### src/rtl/wram_hs_arbiter.sv
// Arbitrates the single-port work RAM between the Z80 and the hiscore engine.
// The CPU is paused and allowed to settle before the hiscore engine gets the port; the CPU then always gets at least one release window.
module wram_hs_arbiter #(
  parameter int AW           = 12,
  parameter int DW           = 8,
  parameter int SETTLE       = 4,
  parameter int IDLE_RELEASE = 16
) (
  input  logic          clk_sys,
  input  logic          reset_n,
  input  logic          cpu_ce,
  input  logic          user_pause,
  input  logic [AW-1:0] cpu_addr,
  input  logic          cpu_we,
  input  logic [DW-1:0] cpu_wdata,
  output logic [DW-1:0] cpu_rdata,
  input  logic [AW-1:0] hs_addr,
  input  logic          hs_we,
  input  logic [DW-1:0] hs_wdata,
  input  logic          hs_intent_read,
  input  logic          hs_intent_write,
  output logic [DW-1:0] hs_rdata,
  output logic          hs_granted,
  output logic          pause_cpu,
  output logic [AW-1:0] ram_addr,
  output logic          ram_we,
  output logic [DW-1:0] ram_wdata,
  input  logic [DW-1:0] ram_rdata
);

  typedef enum logic [1:0] {S_IDLE, S_REQ, S_GRANT, S_GUARD} state_e;

  localparam logic [3:0] SETTLE_INIT = 4'(SETTLE);
  localparam logic [7:0] IDLE_LAST   = 8'(IDLE_RELEASE - 1);

  state_e        state_q, state_d;
  logic [3:0]    settle_q, settle_d;
  logic [7:0]    idle_q, idle_d;
  logic [DW-1:0] hs_rdata_q;
  logic          intent;

  assign intent = hs_intent_read | hs_intent_write;

  always_ff @(posedge clk_sys or negedge reset_n) begin
    if (!reset_n) begin
      state_q    <= S_IDLE;
      settle_q   <= '0;
      idle_q     <= '0;
      hs_rdata_q <= '0;
    end else begin
      state_q  <= state_d;
      settle_q <= settle_d;
      idle_q   <= idle_d;
      if (state_q == S_GRANT) begin
        hs_rdata_q <= ram_rdata;
      end
    end
  end

  always_comb begin
    state_d  = state_q;
    settle_d = settle_q;
    idle_d   = idle_q;
    case (state_q)
      S_IDLE: begin
        if (intent) begin
          state_d  = S_REQ;
          settle_d = SETTLE_INIT;
        end
      end
      S_REQ: begin
        // Grant lands on the cycle right after the final settling cpu_ce.
        if (!intent) begin
          state_d = S_GUARD;
        end else if (settle_q == 4'd0) begin
          state_d = S_GRANT;
          idle_d  = '0;
        end else if (cpu_ce) begin
          settle_d = settle_q - 4'd1;
          if (settle_q == 4'd1) begin
            state_d = S_GRANT;
            idle_d  = '0;
          end
        end
      end
      S_GRANT: begin
        if (intent) begin
          idle_d = '0;
        end else if (idle_q == IDLE_LAST) begin
          state_d = S_GUARD;
          idle_d  = '0;
        end else begin
          idle_d = idle_q + 8'd1;
        end
      end
      S_GUARD: begin
        state_d = S_IDLE;
      end
      default: begin
        state_d = S_IDLE;
      end
    endcase
  end

  assign hs_granted = (state_q == S_GRANT);
  assign pause_cpu  = (state_q != S_IDLE) | user_pause;
  assign ram_addr   = hs_granted ? hs_addr  : cpu_addr;
  assign ram_wdata  = hs_granted ? hs_wdata : cpu_wdata;
  // GUARD blanks CPU writes for the cycle the port swings back.
  assign ram_we     = hs_granted ? (hs_we & hs_intent_write)
                                 : ((state_q == S_GUARD) ? 1'b0 : cpu_we);
  assign cpu_rdata  = ram_rdata;
  assign hs_rdata   = hs_rdata_q;

endmodule

### config.mk
export PLATFORM = sky130hd
export DESIGN_NAME = wram_hs_arbiter
export DESIGN_NICKNAME = d
export VERILOG_FILES = /design/src/rtl/wram_hs_arbiter.sv
export SDC_FILE = /design/constraint.sdc
export NUM_CORES = 1
export LEC_CHECK = 0
export CORE_MARGIN = 2
export CORE_UTILIZATION = 33
export DETAILED_ROUTE_END_ITERATION = 7
export HOLD_SLACK_MARGIN = 0.08
export PLACE_DENSITY = 0.76
export SYNTH_ARGS = -nofsm -noshare
export SYNTH_HDL_FRONTEND = slang
export SYNTH_SLANG_ARGS = --single-unit
### constraint.sdc
create_clock -name clk_sys -period 1.7 [get_ports clk_sys]
set_input_delay 0.17 -clock clk_sys [delete_from_list [all_inputs] [get_ports clk_sys]]
set_output_delay 0.17 -clock clk_sys [all_outputs]
set_load 0.005 [all_outputs]
Word level (Yosys, flattened, before mapping)
Cells that the tools add are included.

word-level totals
  register bits = 22
  input bits = 56
  output and inout port bits = 39
  word-level logic and storage cells = 56

operators by class
  add/sub/neg operators = 2
  equal/unequal tests = 15
  muxes and demuxes = 24
  bitwise logic cells = 3
  reduce and logical (&&, ||, !) cells = 8

operator list
  cell                                              count
  two-way mux 8 bit                                 7
  two-way mux 4 bit                                 4
  one-hot mux 8 bit (2 select lines)                1
  two-way mux 2 bit                                 7
  two-way mux 12 bit                                1
  != test 2 bit, second input constant              5
  AND reduction 5 bit                               2
  adder 8 x 1 -> 8 bit, second input constant       1
  == test 8 x 4 -> 1 bit, second input constant     1
  != test 4 bit, second input constant              2
  one-hot mux 2 bit (4 select lines)                1
  one-hot mux 4 bit (2 select lines)                1
  != test 3 bit, second input constant              2
  nonzero test 2 bit                                3
  == test 2 bit, second input constant              2
  == test 4 x 1 -> 1 bit, second input constant     1
  logical NOT 4 bit                                 1
  AND reduction 4 bit                               1
  subtractor 4 x 1 -> 4 bit, second input constant  1
  == test 2 x 1 -> 1 bit, second input constant     1
  logical NOT 2 bit                                 1
  two-way mux 1 bit                                 2
  != test 2 x 1 -> 1 bit, second input constant     1
  bitwise OR 1 bit                                  2
  bitwise AND 1 bit                                 1

Longest topological paths before layout
  word-level depth = 6
  mapped depth = 6
  mapped depth without buffers = 6

Worst setup path after synthesis
OpenSTA, ideal clock, no wires.

  path kind = reg2reg
  start = reg idle_q[0]
  end = reg idle_q[4]
  arrival time = 1694 ps
  slack = -72 ps
  stages on the path, launching flop included = 7
  cells stage by stage = dfrtp_1 ha_1 and3_1 clkbuf_1 a211o_1 or3b_1 a21oi_1

on the way
  longest elaborated chain between the ends = 4
  elaborated cells between the ends (all ways) = 5
  those cells by class = add/sub: 1; eq/ne: 1; mux: 3

RTL lines
  element                                                         RTL line  RTL
  start: declaration                                              38        logic [7:0] idle_q, idle_d;
  start signal: assignment                                        53        idle_q <= idle_d;
  adder 8 x 1 -> 8 bit or == test 8 x 4 -> 1 bit (tied branches)  93, 89
  two-way mux 8 bit (*)                                           89        end else if (idle_q == IDLE_LAST) begin
  two-way mux 8 bit (*)                                           87        if (intent) begin
  one-hot mux 8 bit (2 select lines) (*)                          64        case (state_q)

Mark *: on every way between the ends. The rest lies on a longest branch, timed or not.
A chain may end at the register's enable or synchronous reset.

Final worst setup path
  start = reg state_q[1]
  end = out ram_addr[7]

on the way
  longest elaborated chain between the ends = 2

RTL lines
  element                   RTL line  RTL
  start: declaration        36        state_e state_q, state_d;
  start signal: assignment  51        state_q <= state_d;
  == test 2 bit             105       assign hs_granted = (state_q == S_GRANT);
  two-way mux 12 bit        107       assign ram_addr = hs_granted ? hs_addr : cpu_addr;
  end: declaration          25        output logic [AW-1:0] ram_addr,

No other way between the ends.

==> qor.yml <==
status: "complete, but fails checks"
violations: "setup timing"
critical_path_class: "reg2out"
numCtsBuffers: 3
cts_hold_buf: 0
fin_skew_ns: 0.00771
wl_per_cell_um: 15.4
gp_congestion: 0.815
synthArstFlopShare: 1.00
max_stage_delay_ns: 0.45
ant_nets: 0
grt_pass1_vias: 1623
drt_iter0_markers: 44
syn_inst: 148
cts_root_buffer: "clkbuf_8"
relSlewSlack: 0.702
crit_family: "flip-flops"
peakVddDrop_uv: 640
synth.largest_area_cell: "dfrtp_1"
ys_seq_elements: 22
fp.dieH_um: 72.1
finish.utilization: 0.677
core_um2: 4410
grt_max_degree: 23
rsz0062_at_grt: "true"
cp_cell_sequence: "ha_4 > buf_12 > buf_8 > mux2_4 > buf_6"
synth_top_area_share: 0.360
tns_ns: -0.626
clock_sinks: 22
synth_flop_cell: "dfrtp_1"
grt_pass1_wl_mm: 7.60
fp.dieArea_um2: 5190
critPathArrivalTime_ns: 1.59
overflow: 0
hold_viol: 0
initial_utilization: 0.346
synth_seq_area_share: 0.360
antenna_found_initial: 0
cp-start-kind: "register"
synth_cell_types: 39
port_buffers: 94
dp_hpwl_mm: 3.62
ioPinCount: 95
n_fill_cell: 336
insertion_delay_ns: 0.26
avgSynthCellArea_um2: 10.3
firstDrtPassIters: 4
fin_crit_sh: 1.04
slowest_stage: "dfrtp_2"
yosysWarnings: 0
syn2layout_area_growth_pct: 95.3
htreeDepth: 1
setup_viol: 12
grtUsageTotal: 0.184
vias: 1584
synthTopCellsByArea: "dfrtp_1 36%, mux2_2 21%, ha_1 6.5%"
fin_ws_ns: -0.0600
slew_viol_final: 0
hold_path_class: "in2async"
synth_fp_nets: 212
clk_pin_slew_ns: 0.08
place_area_um2: 2650
layout-drive-gt1-share: 0.422
power_density_nw_per_um2: 1380
worst_setup_path_end_kind: "output pin"
fin_nets: 333
via_per_inst: 4.95
path_max_fanout: 6
tightest_slew_ns: 0.443
synth_edf_count: 0
cts_max_path_buffers: 2
drc: 0
period_needed_ns: 1.76
dp.cells: 305
max-cap-violations: 0
worst-path-buf-inv: 3
diodes: 0
p_leak_nw: 1.31
netlist_area_um2: 1530
routed_wl_mm: 4.92
crit_required_ns: 1.53
max_freq_mhz: 568
fin_cells: 320
cts_tree: "built"
die_w_um: 72.1
power_mw: 4.12
finalInstanceArea_um2: 2990
row_count: 24
final cells by class:
class,instances,area [um2],share of cell area
Clock buffer,3,41.3,0.0138
Clock inverter,1,30.0,0.0101
Inverter,6,22.5,0.00754
Multi-Input combinational cell,107,1040,0.349
Sequential cell,22,552,0.185
Tap cell,52,65.1,0.0218
Timing Repair Buffer,129,1230,0.413
stage by stage:
stage / hold slack (ns) / setup slack [ns]
2_1_floorplan: -0.126 / -0.00923
3_3_place_gp: 0.489 / -0.145
3_5_place_dp: 0.494 / -0.157
4_1_cts: 0.256 / -0.153
5_1_grt: 0.286 / -0.126
6_report: 0.251 / -0.0600
kinds of logic (layout without fill, tap and decap cells):
logic type	count (synthesis)	in the layout	synth area share
AO/OA/AOI/OAI	28	28	0.129
adder cells (fa/ha/maj)	8	8	0.0655
buffers and inverters	19	139	0.0671
AND/OR/NAND/NOR	38	38	0.138
multiplexers	33	33	0.240
flip-flops	22	22	0.360
routing by layer:
| layer | up-vias | GRT usage | wire [um] |
|---|---|---|---|
| li1 | 776 | - | - |
| met2 | 36 | 0.328 | 2610 |
| met1 | 764 | 0.228 | 2060 |
| met5 | - | 0 | 0 |
| met4 | 0 | 0.0398 | 74 |
| met3 | 8 | 0.0361 | 177 |
registers in the layout, indices dropped and copies added, names as in the netlist:
| signal | flops |
|---|---|
| settle_q | 4 |
| state_q | 2 |
| idle_q | 8 |
| hs_rdata | 8 |
worst paths after layout:
check,startpoint,to,slack (ns),cells after the start
setup / recovery,state_q[1],ram_addr[7],-0.06,5
hold / removal,reset_n,hs_rdata[2],0.25,2
setup reg to reg,state_q[0],idle_q[4],-0.05,7
hold reg to reg,hs_rdata[0],hs_rdata[0],0.51,1
max in group asynchronous,reset_n,state_q[1],1.21,2
min in group clk_sys,hs_rdata[0],hs_rdata[0],0.51,1
power breakdown:
| part | internal (mW) | switching (mW) | total [mW] |
|---|---|---|---|
| registers | 0.725 | 0.147 | 0.872 |
| clock network | 0.315 | 0.170 | 0.484 |
| logic | 1.76 | 1.01 | 2.77 |
| total | 2.80 | 1.32 | 4.12 |
cells in the final DEF (no fill, tap or decap), types with 2 or more instances in the layout:
master	netlist	final
clkbuf_8	0	3
clkdlybuf4s50_1	0	71
inv_2	0	2
a21oi_2	0	3
nand2_1	10	10
buf_2	1	2
buf_6	0	16
mux2i_1	4	4
a211o_1	2	2
nor2_1	6	5
nand4_1	2	2
nand2b_1	3	2
inv_1	6	4
clkbuf_2	0	8
dfrtp_1	22	21
mux2_2	29	11
o21ai_1	0	4
mux2_4	0	18
nor3_1	4	2
buf_8	0	3
ha_1	8	4
nand3_1	2	2
buf_4	8	25
ha_4	0	3
a31oi_1	3	3
buf_12	0	2
o21ai_0	9	4
synthesized netlist by cell type, types with 2 or more instances:
cell type	n
mux2_2	29
dfrtp_1	22
nand2_1	10
o21ai_0	9
buf_4	8
ha_1	8
inv_1	6
nor2_1	6
a21oi_1	4
mux2i_1	4
nor3_1	4
a31oi_1	3
buf_1	3
nand2b_1	3
a211o_1	2
and3_1	2
nand3_1	2
nand4_1	2
repair_timing:
item                       4_1_cts  5_1_grt
setup endpoints to repair       31       34
buffers inserted                 9        3
gates cloned                     1        0
pin swaps                        9        8
hold endpoints to repair         0        0
resized for setup              107       42
(Power assumes the default switching activity.)
